`config.mk`:
```
export PLATFORM = sky130hd
export DESIGN_NAME = ghost_sprite_renderer
export DESIGN_NICKNAME = d
export VERILOG_FILES = /design/src/rtl/ghost_pkg.sv /design/src/rtl/ghost_sprite_rom.sv /design/src/rtl/ghost_sprite_renderer.sv
export SDC_FILE = /design/constraint.sdc
export NUM_CORES = 1
export LEC_CHECK = 0
export BUFFER_PORTS_ARGS = -buffer_cell sky130_fd_sc_hd__clkbuf_2
export CORE_MARGIN = 2
export CORE_UTILIZATION = 59
export DETAILED_ROUTE_END_ITERATION = 6
export PLACE_DENSITY = 0.83
export SETUP_SLACK_MARGIN = 0.1
export SYNTH_ARGS = -nofsm -noshare
export SYNTH_HDL_FRONTEND = slang
export SYNTH_SLANG_ARGS = --single-unit
```
`constraint.sdc`:
```
create_clock -name clk -period 4.7 [get_ports clk]
set_input_delay 0.235 -clock clk [delete_from_list [all_inputs] [get_ports clk]]
set_output_delay 0.235 -clock clk [all_outputs]
set_load 0.03 [all_outputs]
```
`src/rtl/ghost_pkg.sv`:
```
// rtl/ghost_pkg.sv - shared types, constants and helpers for the ghost sprite renderer
//
// Purpose: colour type, transparent colour, frightened-sprite offsets,
// default sprite size, ROM address-width helper and the default sprite
// artwork generator used by ghost_sprite_rom.
// Ports: none (package).

package ghost_pkg;

    typedef logic [11:0] rgb12_t;

    localparam rgb12_t TRANSPARENT = 12'h000;

    // Frightened sprites sit just above the per-ghost sprites: NUM_GHOSTS + offset.
    typedef enum logic [0:0] {
        FRIGHT_BLUE_OFS  = 1'b0,
        FRIGHT_WHITE_OFS = 1'b1
    } sprite_sel_t;

    localparam int SPRITE_W_DEFAULT = 8;
    localparam int SPRITE_H_DEFAULT = 8;

    // Address layout is {sel, anim_frame, row, col}.
    function automatic int rom_addr_w(input int num_ghosts, input int sprite_w, input int sprite_h);
        return $clog2(num_ghosts + 2) + 1 + $clog2(sprite_h) + $clog2(sprite_w);
    endfunction

    // Default artwork: red nibble identifies the sprite (sel+1, never zero),
    // green is the row, blue is the column with bit 3 flipped on frame 1.
    // The bottom-right pixel of every sprite is transparent.
    function automatic rgb12_t sprite_pixel(input int unsigned sel, input int unsigned frame,
                                            input int unsigned row, input int unsigned col,
                                            input int unsigned last_row, input int unsigned last_col);
        rgb12_t c;
        if (row == last_row && col == last_col) begin
            c = TRANSPARENT;
        end else begin
            c[11:8] = 4'(sel + 1);
            c[7:4]  = 4'(row);
            c[3:0]  = 4'(col) ^ ((frame != 0) ? 4'h8 : 4'h0);
        end
        return c;
    endfunction

endpackage

```
`src/rtl/ghost_sprite_rom.sv`:
```
// rtl/ghost_sprite_rom.sv - synchronous-read sprite ROM, one cycle latency
//
// Purpose: holds NUM_GHOSTS+2 sprites (per-ghost, fright blue, fright white)
// times two animation frames. Contents come from ghost_pkg::sprite_pixel;
// unused sprite slots in the power-of-two address space read transparent.
// Ports:
//   clk   in   pixel clock
//   addr  in   {sel, anim_frame, row, col}
//   data  out  12-bit colour, valid one cycle after addr

module ghost_sprite_rom
    import ghost_pkg::*;
#(
    parameter int NUM_GHOSTS = 4,
    parameter int SPRITE_W   = SPRITE_W_DEFAULT,
    parameter int SPRITE_H   = SPRITE_H_DEFAULT,
    localparam int ADDR_W    = rom_addr_w(NUM_GHOSTS, SPRITE_W, SPRITE_H)
) (
    input  logic              clk,
    input  logic [ADDR_W-1:0] addr,
    output rgb12_t            data
);

    localparam int COL_W = $clog2(SPRITE_W);
    localparam int ROW_W = $clog2(SPRITE_H);
    localparam int SEL_W = ADDR_W - COL_W - ROW_W - 1;

    logic [COL_W-1:0] col;
    logic [ROW_W-1:0] row;
    logic             frame;
    logic [SEL_W-1:0] sel;

    assign col   = addr[COL_W-1:0];
    assign row   = addr[COL_W +: ROW_W];
    assign frame = addr[COL_W + ROW_W];
    assign sel   = addr[ADDR_W-1 -: SEL_W];

    always_ff @(posedge clk) begin
        if (int'(sel) < NUM_GHOSTS + 2) begin
            data <= sprite_pixel(int'(sel), int'(frame), int'(row), int'(col),
                                 SPRITE_H - 1, SPRITE_W - 1);
        end else begin
            data <= TRANSPARENT;
        end
    end

endmodule

```
`src/rtl/ghost_sprite_renderer.sv`:
```
// rtl/ghost_sprite_renderer.sv - multi-ghost sprite renderer for the VGA pixel path
//
// Purpose: per-frame shadowed ghost positions, lowest-index-wins hit test,
// walk animation and frightened blink, registered sprite ROM. RGB is two
// cycles behind sx/sy; one pixel per clock.
// Ports:
//   clk, rst              pixel clock, synchronous active-high reset
//   frame_start           one-cycle pulse at start of vertical blanking
//   sx, sy                scan coordinates
//   ghost_x, ghost_y      packed positions, ghost i at [i*W +: W]
//   ghost_en, frightened  per-ghost visible / frightened flags
//   fright_ending         frightened sprites blink
//   R, G, B, pix_valid    colour out; pix_valid=1 for a drawn, non-transparent pixel

module ghost_sprite_renderer
    import ghost_pkg::*;
#(
    parameter int NUM_GHOSTS   = 4,
    parameter int SPRITE_W     = SPRITE_W_DEFAULT,
    parameter int SPRITE_H     = SPRITE_H_DEFAULT,
    parameter int X_W          = 9,
    parameter int Y_W          = 9,
    parameter int SX_W         = 8,
    parameter int ANIM_PERIOD  = 8,
    parameter int BLINK_PERIOD = 16
) (
    input  logic                      clk,
    input  logic                      rst,
    input  logic                      frame_start,
    input  logic [SX_W-1:0]           sx,
    input  logic [Y_W-1:0]            sy,
    input  logic [NUM_GHOSTS*X_W-1:0] ghost_x,
    input  logic [NUM_GHOSTS*Y_W-1:0] ghost_y,
    input  logic [NUM_GHOSTS-1:0]     ghost_en,
    input  logic [NUM_GHOSTS-1:0]     frightened,
    input  logic                      fright_ending,
    output logic [3:0]                R,
    output logic [3:0]                G,
    output logic [3:0]                B,
    output logic                      pix_valid
);

    localparam int COL_W  = $clog2(SPRITE_W);
    localparam int ROW_W  = $clog2(SPRITE_H);
    localparam int SEL_W  = $clog2(NUM_GHOSTS + 2);
    localparam int ADDR_W = rom_addr_w(NUM_GHOSTS, SPRITE_W, SPRITE_H);
    localparam int AC_W   = (ANIM_PERIOD > 1) ? $clog2(ANIM_PERIOD) : 1;
    localparam int BC_W   = (BLINK_PERIOD > 1) ? $clog2(BLINK_PERIOD) : 1;

    logic [X_W-1:0]        sh_x [NUM_GHOSTS];
    logic [Y_W-1:0]        sh_y [NUM_GHOSTS];
    logic [NUM_GHOSTS-1:0] sh_en;
    logic [NUM_GHOSTS-1:0] sh_fr;

    logic [AC_W-1:0] anim_cnt;
    logic            anim_frame;
    logic [BC_W-1:0] blink_cnt;
    logic            blink_phase;

    logic             hit;
    logic             hit_q;
    logic [SEL_W-1:0] sel;
    logic [ROW_W-1:0] row;
    logic [COL_W-1:0] col;
    logic [ADDR_W-1:0] rom_addr;
    rgb12_t           rom_data;

    // Shadow copies change only at frame_start so a ghost never moves mid-frame.
    always_ff @(posedge clk) begin
        if (rst) begin
            for (int i = 0; i < NUM_GHOSTS; i++) begin
                sh_x[i] <= '0;
                sh_y[i] <= '0;
            end
            sh_en <= '0;
            sh_fr <= '0;
        end else if (frame_start) begin
            for (int i = 0; i < NUM_GHOSTS; i++) begin
                sh_x[i] <= ghost_x[i*X_W +: X_W];
                sh_y[i] <= ghost_y[i*Y_W +: Y_W];
            end
            sh_en <= ghost_en;
            sh_fr <= frightened;
        end
    end

    always_ff @(posedge clk) begin
        if (rst) begin
            anim_cnt    <= '0;
            anim_frame  <= 1'b0;
            blink_cnt   <= '0;
            blink_phase <= 1'b0;
        end else begin
            if (frame_start) begin
                if (anim_cnt == AC_W'(ANIM_PERIOD - 1)) begin
                    anim_cnt   <= '0;
                    anim_frame <= ~anim_frame;
                end else begin
                    anim_cnt <= anim_cnt + 1'b1;
                end
            end
            if (!fright_ending) begin
                blink_cnt   <= '0;
                blink_phase <= 1'b0;
            end else if (frame_start) begin
                if (blink_cnt == BC_W'(BLINK_PERIOD - 1)) begin
                    blink_cnt   <= '0;
                    blink_phase <= ~blink_phase;
                end else begin
                    blink_cnt <= blink_cnt + 1'b1;
                end
            end
        end
    end

    // Bounds are compared one bit wider than the coordinates so a ghost near
    // the right/bottom edge cannot wrap back onto column/row 0. Scanning from
    // the highest index down lets the lowest hitting index overwrite last.
    logic [X_W:0] sx_ext;
    logic [Y_W:0] sy_ext;
    assign sx_ext = (X_W+1)'(sx);
    assign sy_ext = {1'b0, sy};

    always_comb begin
        hit = 1'b0;
        sel = '0;
        row = '0;
        col = '0;
        for (int i = NUM_GHOSTS - 1; i >= 0; i--) begin
            if (sh_en[i]
                && sx_ext >= {1'b0, sh_x[i]}
                && sx_ext <  {1'b0, sh_x[i]} + (X_W+1)'(SPRITE_W)
                && sy_ext >= {1'b0, sh_y[i]}
                && sy_ext <  {1'b0, sh_y[i]} + (Y_W+1)'(SPRITE_H)) begin
                hit = 1'b1;
                row = sy[ROW_W-1:0] - sh_y[i][ROW_W-1:0];
                col = sx[COL_W-1:0] - sh_x[i][COL_W-1:0];
                if (!sh_fr[i]) begin
                    sel = SEL_W'(i);
                end else if (fright_ending && blink_phase) begin
                    sel = SEL_W'(NUM_GHOSTS + int'(FRIGHT_WHITE_OFS));
                end else begin
                    sel = SEL_W'(NUM_GHOSTS + int'(FRIGHT_BLUE_OFS));
                end
            end
        end
    end

    assign rom_addr = {sel, anim_frame, row, col};

    ghost_sprite_rom #(
        .NUM_GHOSTS (NUM_GHOSTS),
        .SPRITE_W   (SPRITE_W),
        .SPRITE_H   (SPRITE_H)
    ) u_rom (
        .clk  (clk),
        .addr (rom_addr),
        .data (rom_data)
    );

    // hit_q travels alongside the ROM read; the ROM itself has no reset, so
    // clearing hit_q is what stops a stale word leaking out after rst.
    always_ff @(posedge clk) begin
        if (rst) begin
            hit_q     <= 1'b0;
            R         <= '0;
            G         <= '0;
            B         <= '0;
            pix_valid <= 1'b0;
        end else begin
            hit_q <= hit;
            if (hit_q && rom_data != TRANSPARENT) begin
                R         <= rom_data[11:8];
                G         <= rom_data[7:4];
                B         <= rom_data[3:0];
                pix_valid <= 1'b1;
            end else begin
                R         <= '0;
                G         <= '0;
                B         <= '0;
                pix_valid <= 1'b0;
            end
        end
    end

endmodule

```
==> qor.yml, run 1 <==
status:
  status: "completed"
pwr:
  p_sw_frac: 0.259
  p_comb_frac: 0.181
  p_switching_w: 0.000772
  p_seq_frac: 0.394
  power.leakage_nw: 4.20
  vdd_drop_max_uv: 266
  p_per_area_mw_per_mm2: 324
  pwr-share-clk: 0.425
  intPower_w: 0.00220
cts:
  cts_sinks: 113
  cts-root-buf: "clkbuf_16"
  cts_resized: 0
  numCtsBuffers: 17
  cts_tree: "built"
  clk_latency_ps: 430
  cts_setup_buffers: 0
  cts_buffer_depth: 2
  cts_hold_repair.buffers: 0
  htreeDepth: 4
  clk_pin_slew_worst_paths_ps: 60
grt:
  grt_max_degree: 73
  overflow: 0
  antenna_found_initial: 0
  grt_pass1_wl_um: 28200
  track_usage: 0.253
  grt_pass1_vias: 6067
routing:
  drtIter0Drc: 395
  vias_per_cell: 5.59
  ant_nets: 0
  routed_wl_um: 17000
  vias: 6009
  drt_first_pass_iters: 4
  wl_per_cell_um: 15.8
  drc: 0
placed_design:
  place_hpwl_um: 12900
  portBuffers: 112
  gp_congestion: 0.862
  placedCellCount: 1042
finish:
  fin_cells: 1074
  nNetsFinal: 1118
  nFillCells: 1005
  area_delta_synth_final_pct: 16.9
  final_layout_size_suffix_gt1_frac: 0.185
  diodes: 0
worst_setup_path:
  crit_required_ps: 4980
  worstPathMaxFanout: 12
  startpoint_type: "register"
  arrival_ps: 4180
  critical_path_class: "register to register"
  end_kind: "register"
yosys:
  ys.flop_type: "edfxtp_1"
  synth_edf_count: 72
  syn_area_per_cell_um2: 10.3
  synth_top_cell_by_area: "edfxtp_1"
  ys_seq_elements: 113
  synth_cell_types: 73
  async_reset_ff_frac: 0
  synthCells: 767
  ys_seq_area_frac: 0.379
  ys_warn_count: 0
  synthTopCellsByCount: "ha_1 (124), inv_1 (84), and2_1 (83), edfxtp_1 (72), dfxtp_1 (41)"
  synth_top_area_frac: 0.275
  synth_area_leaders: "edfxtp_1 (27%), ha_1 (20%), dfxtp_1 (10%), and2_1 (6.6%), inv_1 (4.0%)"
  synth.most_common_cell: "ha_1"
  syn_area_mm2: 0.00787
floorplan:
  core_area_mm2: 0.0131
  ios: 114
  die_w_um: 120
  die_h_um: 120
  die_area_mm2: 0.0143
  initial_core_util: 0.599
  rows: 42
sta:
  fin_setup_tns_ps: 0
  relSlewSlack: 0.246
  finalSetupViolCount: 0
  hold_viol: 0
  clock_skew_ps: 9.26
  rsz0062_at_grt: "false"
  max_freq_mhz: 256
  period_needed_ps: 3900
  drv_slew: 0
  worst_pin_slew_ps: 1130
  timing.final.crit_share: 0.830
hold_path:
  hp-class: "primary input to register"
flow_run:
  max_cap_violations: 0
routing by layer:
layer	track usage	part of all wire	wire length, um
met4	0.121	0.029	501
met5	0	0	0
met2	0.434	0.49	8410
met1	0.300	0.42	7210
met3	0.0580	0.052	892
power groups by stage:
stage | logic, W | registers [W] | clock network [W]
2_1_floorplan | 0.000364 | 0.00118 | 0
4_1_cts | 0.000536 | 0.00117 | 0.00128
3_3_place_gp | 0.000503 | 0.00119 | 0
5_1_grt | 0.000615 | 0.00118 | 0.00132
6_report | 0.000538 | 0.00117 | 0.00127
3_5_place_dp | 0.000524 | 0.00119 | 0
area by class of cell:
type                    count  area [um^2]  area share
clock buffers              30          587      0.0638
well taps                 176          220      0.0239
clock inverters             2         10.0     0.00109
flip-flops and latches    113         2980       0.324
inverters                  84          315      0.0343
multi-input cells         555         4510       0.490
repair buffers            114          576      0.0626
through the flow:
stage          instance area [um^2]  hold WS (ps)  total power, W  utilization  worst slack [ps]
5_1_grt                        9200          62.0         0.00311        0.700               557
2_1_floorplan                  7880           304         0.00154            -              1050
6_report                       9200          44.7         0.00298        0.700               798
4_1_cts                        9200          42.9         0.00299        0.700               816
3_3_place_gp                   8600           450         0.00169        0.655               969
3_5_place_dp                   8600           442         0.00172        0.655               821
worst paths after layout:
path	from	endpoint	slack [ps]	depth (start not counted)
setup / recovery	sh_x[2][3]$_SDFFCE_PN0P_	u_rom.data[1]$_SDFF_PP0_	800	12
hold / removal	ghost_en[1]	sh_en[1]$_SDFFE_PP0P_	40	3
setup reg to reg	sh_x[2][3]$_SDFFCE_PN0P_	u_rom.data[1]$_SDFF_PP0_	800	12
hold reg to reg	u_rom.data[6]$_SDFF_PP0_	G[2]$_SDFF_PP0_	460	1
flip-flops by register name, indices dropped and copies added (netlist names):
register,count
pix_valid,1
anim_cnt,3
sh_fr,4
anim_frame,1
B,4
sh_y,36
R,4
G,3
hit_q,1
sh_x,36
blink_phase,1
u_rom.data,11
blink_cnt,4
sh_en,4
kinds of logic (layout without fill, tap and decap cells):
kind of cell / Yosys count / in the layout / synth area share
other: 1 / 2 / 0.000476
AO/OA/AOI/OAI: 134 / 134 / 0.118
AND/OR/NAND/NOR: 234 / 234 / 0.174
adder cells (fa/ha/maj): 132 / 132 / 0.217
multiplexers: 15 / 15 / 0.0192
XOR/XNOR: 38 / 38 / 0.0423
flip-flops: 113 / 113 / 0.379
buffers and inverters: 100 / 230 / 0.0498
cell usage in the layout, fill, tap and decap left out, types with 3 or more instances in the layout:
cell type,netlist,routed
nor2_1,28,28
or2_2,4,4
xnor2_1,32,32
nor3_1,16,16
o211ai_1,4,4
a21oi_1,32,32
and2_1,83,83
inv_1,84,84
clkbuf_2,0,112
edfxtp_1,72,72
a211o_1,3,3
a21o_1,10,10
nand3_1,26,26
clkbuf_1,12,4
and3_1,4,4
a211oi_1,10,10
mux2i_1,14,14
nor2b_1,8,7
nand2_1,20,20
and2_2,3,3
a31oi_1,8,8
nor4_1,5,5
xor2_1,6,6
fa_1,8,8
nor3b_1,5,5
ha_1,124,124
o21ai_0,23,23
a2111oi_0,3,3
clkbuf_16,0,19
o21a_1,8,8
a221o_1,4,4
dfxtp_1,41,41
nand2b_1,11,11
clkbuf_8,0,7
critical path, cell delays in order, from the launching register on:
cell	delay, ps
edfxtp_1	450
ha_1	260
nand3_1	90
xnor2_1	120
ha_1	260
a211oi_1	240
a31oi_1	110
or3b_1	390
or4_4	630
mux2i_1	160
a221o_2	360
nor3_2	510
a21oi_1	160
Power figures use the tool's default switching activity.
==> run 2, diff against run 1 <==
Settings changed: ABC_AREA set to 1, PLACE_DENSITY 0.83 to 0.82.
Clock period 4.7 ns to 4 ns, I/O delays scaled along.
==> qor.yml, run 2 <==
finish:
  nFillCells: 1143  # was 1005
  fin_area_mm2: 0.0101  # was 0.00920 mm^2
  final_core_util: 0.700  # about the same
  regArea_mm2: 0.00298  # unchanged
  final_layout_size_suffix_gt1_frac: 0.159  # was 0.185
  layout_commonest_cell: "inv_1"  # was ha_1
  multi_input_area_mm2: 0.00473  # was 0.00451 mm^2
  nNetsFinal: 1460  # was 1118
  mostFrequentLayoutCells: "inv_1 (224), nand2_1 (176), nor2_1 (138)"  # was ha_1 (124), clkbuf_2 (112), inv_1 (84)
  diodes: 0  # unchanged
  area_delta_synth_final_pct: 16.7  # was 16.9%
  top_regs: "sh_x (36), sh_y (36), u_rom.data (11)"  # unchanged
floorplan:
  die_area_mm2: 0.0157  # was 0.0143 mm^2
  initial_core_util: 0.600  # was 0.599
  die_h_um: 125  # was 120 um
  ios: 114  # unchanged
  core_area_mm2: 0.0144  # was 0.0131 mm^2
  rows: 44  # was 42
  die_w_um: 125  # was 120 um
sta:
  max_freq_mhz: 287  # was 256 MHz
  hold_viol: 0  # unchanged
  relSlewSlack: 0.332  # was 0.246
  finalSetupViolCount: 0  # unchanged
  timing.final.crit_share: 0.871  # was 0.830
  clock_skew_ps: 7.39  # was 9.26 ps
  period_needed_ps: 3480  # was 3900 ps
  holdWs_ps: 7.04  # was 44.7 ps
  worst_pin_slew_ps: 1000  # was 1130 ps
  fin_setup_tns_ps: 0  # unchanged
  drv_slew: 0  # unchanged
  rsz0062_at_grt: "false"  # unchanged
yosys:
  syn_area_per_cell_um2: 7.89  # was 10.3 um^2
  synth.most_common_cell: "inv_1"  # was ha_1
  synth_area_leaders: "edfxtp_1 (25%), ha_1 (18%), inv_1 (9.7%), dfxtp_1 (9.5%), nand2_1 (7.7%)"  # was edfxtp_1 (27%), ha_1 (20%), dfxtp_1 (10%), and2_1 (6.6%), inv_1 (4.0%)
  ys.flop_type: "edfxtp_1"  # unchanged
  synthTopCellsByCount: "inv_1 (224), nand2_1 (177), nor2_1 (138), ha_1 (124), edfxtp_1 (72)"  # was ha_1 (124), inv_1 (84), and2_1 (83), edfxtp_1 (72), dfxtp_1 (41)
  ys_seq_area_frac: 0.344  # was 0.379
  synth_cell_types: 47  # was 73
  synth_top_area_frac: 0.250  # was 0.275
  ys_warn_count: 0  # unchanged
  ys_seq_elements: 113  # unchanged
  synth_top_cell_by_area: "edfxtp_1"  # unchanged
  synth_edf_count: 72  # unchanged
  async_reset_ff_frac: 0  # unchanged
  synthCells: 1098  # was 767
  syn_area_mm2: 0.00866  # was 0.00787 mm^2
routing:
  drt_first_pass_iters: 5  # was 4
  vias: 7337  # was 6009
  routed_wl_um: 18900  # was 17000 um
  ant_nets: 0  # unchanged
  wl_per_cell_um: 13.3  # was 15.8 um
  drtIter0Drc: 481  # was 395
  drc: 0  # unchanged
  vias_per_cell: 5.15  # was 5.59
cts:
  cts-root-buf: "clkbuf_16"  # unchanged
  cts_sinks: 113  # unchanged
  numCtsBuffers: 17  # unchanged
  clk_latency_ps: 440  # was 430 ps
  htreeDepth: 4  # unchanged
  cts_resized: 0  # unchanged
  cts_tree: "built"  # unchanged
  cts_buffer_depth: 2  # unchanged
  clk_pin_slew_worst_paths_ps: 70  # was 60 ps
worst_setup_path:
  reg2reg_to: "u_rom.data[10]$_SDFF_PP0_"  # was u_rom.data[1]$_SDFF_PP0_
  startpoint_type: "register"  # unchanged
  cp-startpoint: "sh_x[2][3]$_SDFFCE_PN0P_"  # unchanged
  r2r-start: "sh_x[2][3]$_SDFFCE_PN0P_"  # unchanged
  end_kind: "register"  # unchanged
  arrival_ps: 3810  # was 4180 ps
  crit_required_ps: 4330  # was 4980 ps
  critical_path_class: "register to register"  # unchanged
  reg2regPathDepth: 20  # was 12
  reg2reg_slack_ps: 520  # was 800 ps
  worstPathMaxFanout: 11  # was 12
pwr:
  p_per_area_mw_per_mm2: 367  # was 324 mW/mm^2
  vdd_drop_max_uv: 280  # was 266 uV
  power.leakage_nw: 5.17  # was 4.20 nW
flow_run:
  max_cap_violations: 0  # unchanged
grt:
  grt_pass1_wl_um: 32000  # was 28200 um
  antenna_found_initial: 0  # unchanged
  track_usage: 0.252  # was 0.253
  grt_pass1_vias: 7172  # was 6067
  overflow: 0  # unchanged
  grt_max_degree: 78  # was 73
placed_design:
  place_hpwl_um: 14200  # was 12900 um
  dpl_cell_area_mm2: 0.00942  # was 0.00860 mm^2
  gp_congestion: 0.883  # was 0.862
  portBuffers: 112  # unchanged
hold_path:
  whs_endpoint: "sh_fr[3]$_SDFFE_PP0P_"  # was sh_en[1]$_SDFFE_PP0P_
  hold_depth: 3  # unchanged
  hp-class: "primary input to register"  # unchanged
  min_from: "frightened[3]"  # was ghost_en[1]
status:
  status: "completed"  # unchanged
## run 2: cell count changes after synthesis, sizes merged, moves of 11 or more
cell    before  now
nand2b      11    0
and2        86    1
mux2i       14    0
nand2       20  186
inv         84  230
nor2        28  160
nand4        2   23
xor2         6   24
nand3       27   69
a21oi       32   50
xnor2       32   10
## run 2: cell type report
type                       count  share of cell area
clock inverter                14              0.0155
multi-input combinational    735               0.468
inverter                     238              0.0886
sequential                   113               0.295
clock buffer                  18              0.0446
timing repair buffer         122              0.0649
tap                          184              0.0228
## run 2: worst max path at each step
stage | slack [ps] | cells after the start | to
2_1_floorplan | 1170 | 18 | u_rom.data[10]$_SDFF_PP0_
3_3_place_gp | 830 | 20 | u_rom.data[10]$_SDFF_PP0_
3_5_place_dp | 690 | 20 | u_rom.data[10]$_SDFF_PP0_
4_1_cts | 570 | 20 | u_rom.data[10]$_SDFF_PP0_
5_1_grt | 260 | 20 | u_rom.data[10]$_SDFF_PP0_
6_report | 520 | 20 | u_rom.data[10]$_SDFF_PP0_
## run 2: timing repair
item | in CTS | in global routing
setup buffers | 0 | 0
hold buffers | 8 | 0
hold endpoints to repair | 8 | 0
## run 2: kinds of logic after synthesis
group	share of synthesized area
other	0.000433
AOI/OAI and AO/OA	0.0584
and+or+nand+nor	0.254
buffers and inverters	0.110
adders and majority gates	0.198
DFF	0.344
xor gates and xnor gates	0.0344
## run 2: critical path, stage by stage (launching register included)
cell and delay (ps):
edfxtp_1 440, ha_1 260, xnor2_1 170, ha_1 270
nand2_1 80, a21oi_1 50, nand2_1 60, nand2_1 60
nand2_1 80, nand2_1 50, nand2_1 90, nand2_1 100
nor2_2 230, nand3_1 360, a2111oi_0 580, ha_1 270
inv_1 50, nand2_1 50, nand2_1 40, inv_1 60
nor2_2 30
## run 2: metal layers
metal,GRT usage,share of wire
met5,0,0
met4,0.111,0.030
met3,0.0432,0.059
met2,0.418,0.46
met1,0.324,0.45
## run 2: power by group
part	switching, W	internal (W)	total [W]
clock	0.000647	0.000926	0.00157
sequential	0.0000597	0.00132	0.00138
combinational	0.000453	0.000304	0.000757
total	0.00116	0.00255	0.00371
## run 2: stage by stage
step / std cells / setup slack (ps) / power, W
floorplan: 1099 / 1170 / 0.00191
global placement: 1384 / 826 / 0.00211
detailed placement: 1384 / 692 / 0.00214
CTS: 1424 / 570 / 0.00371
global route: 1424 / 264 / 0.00389
finish: 1424 / 516 / 0.00371
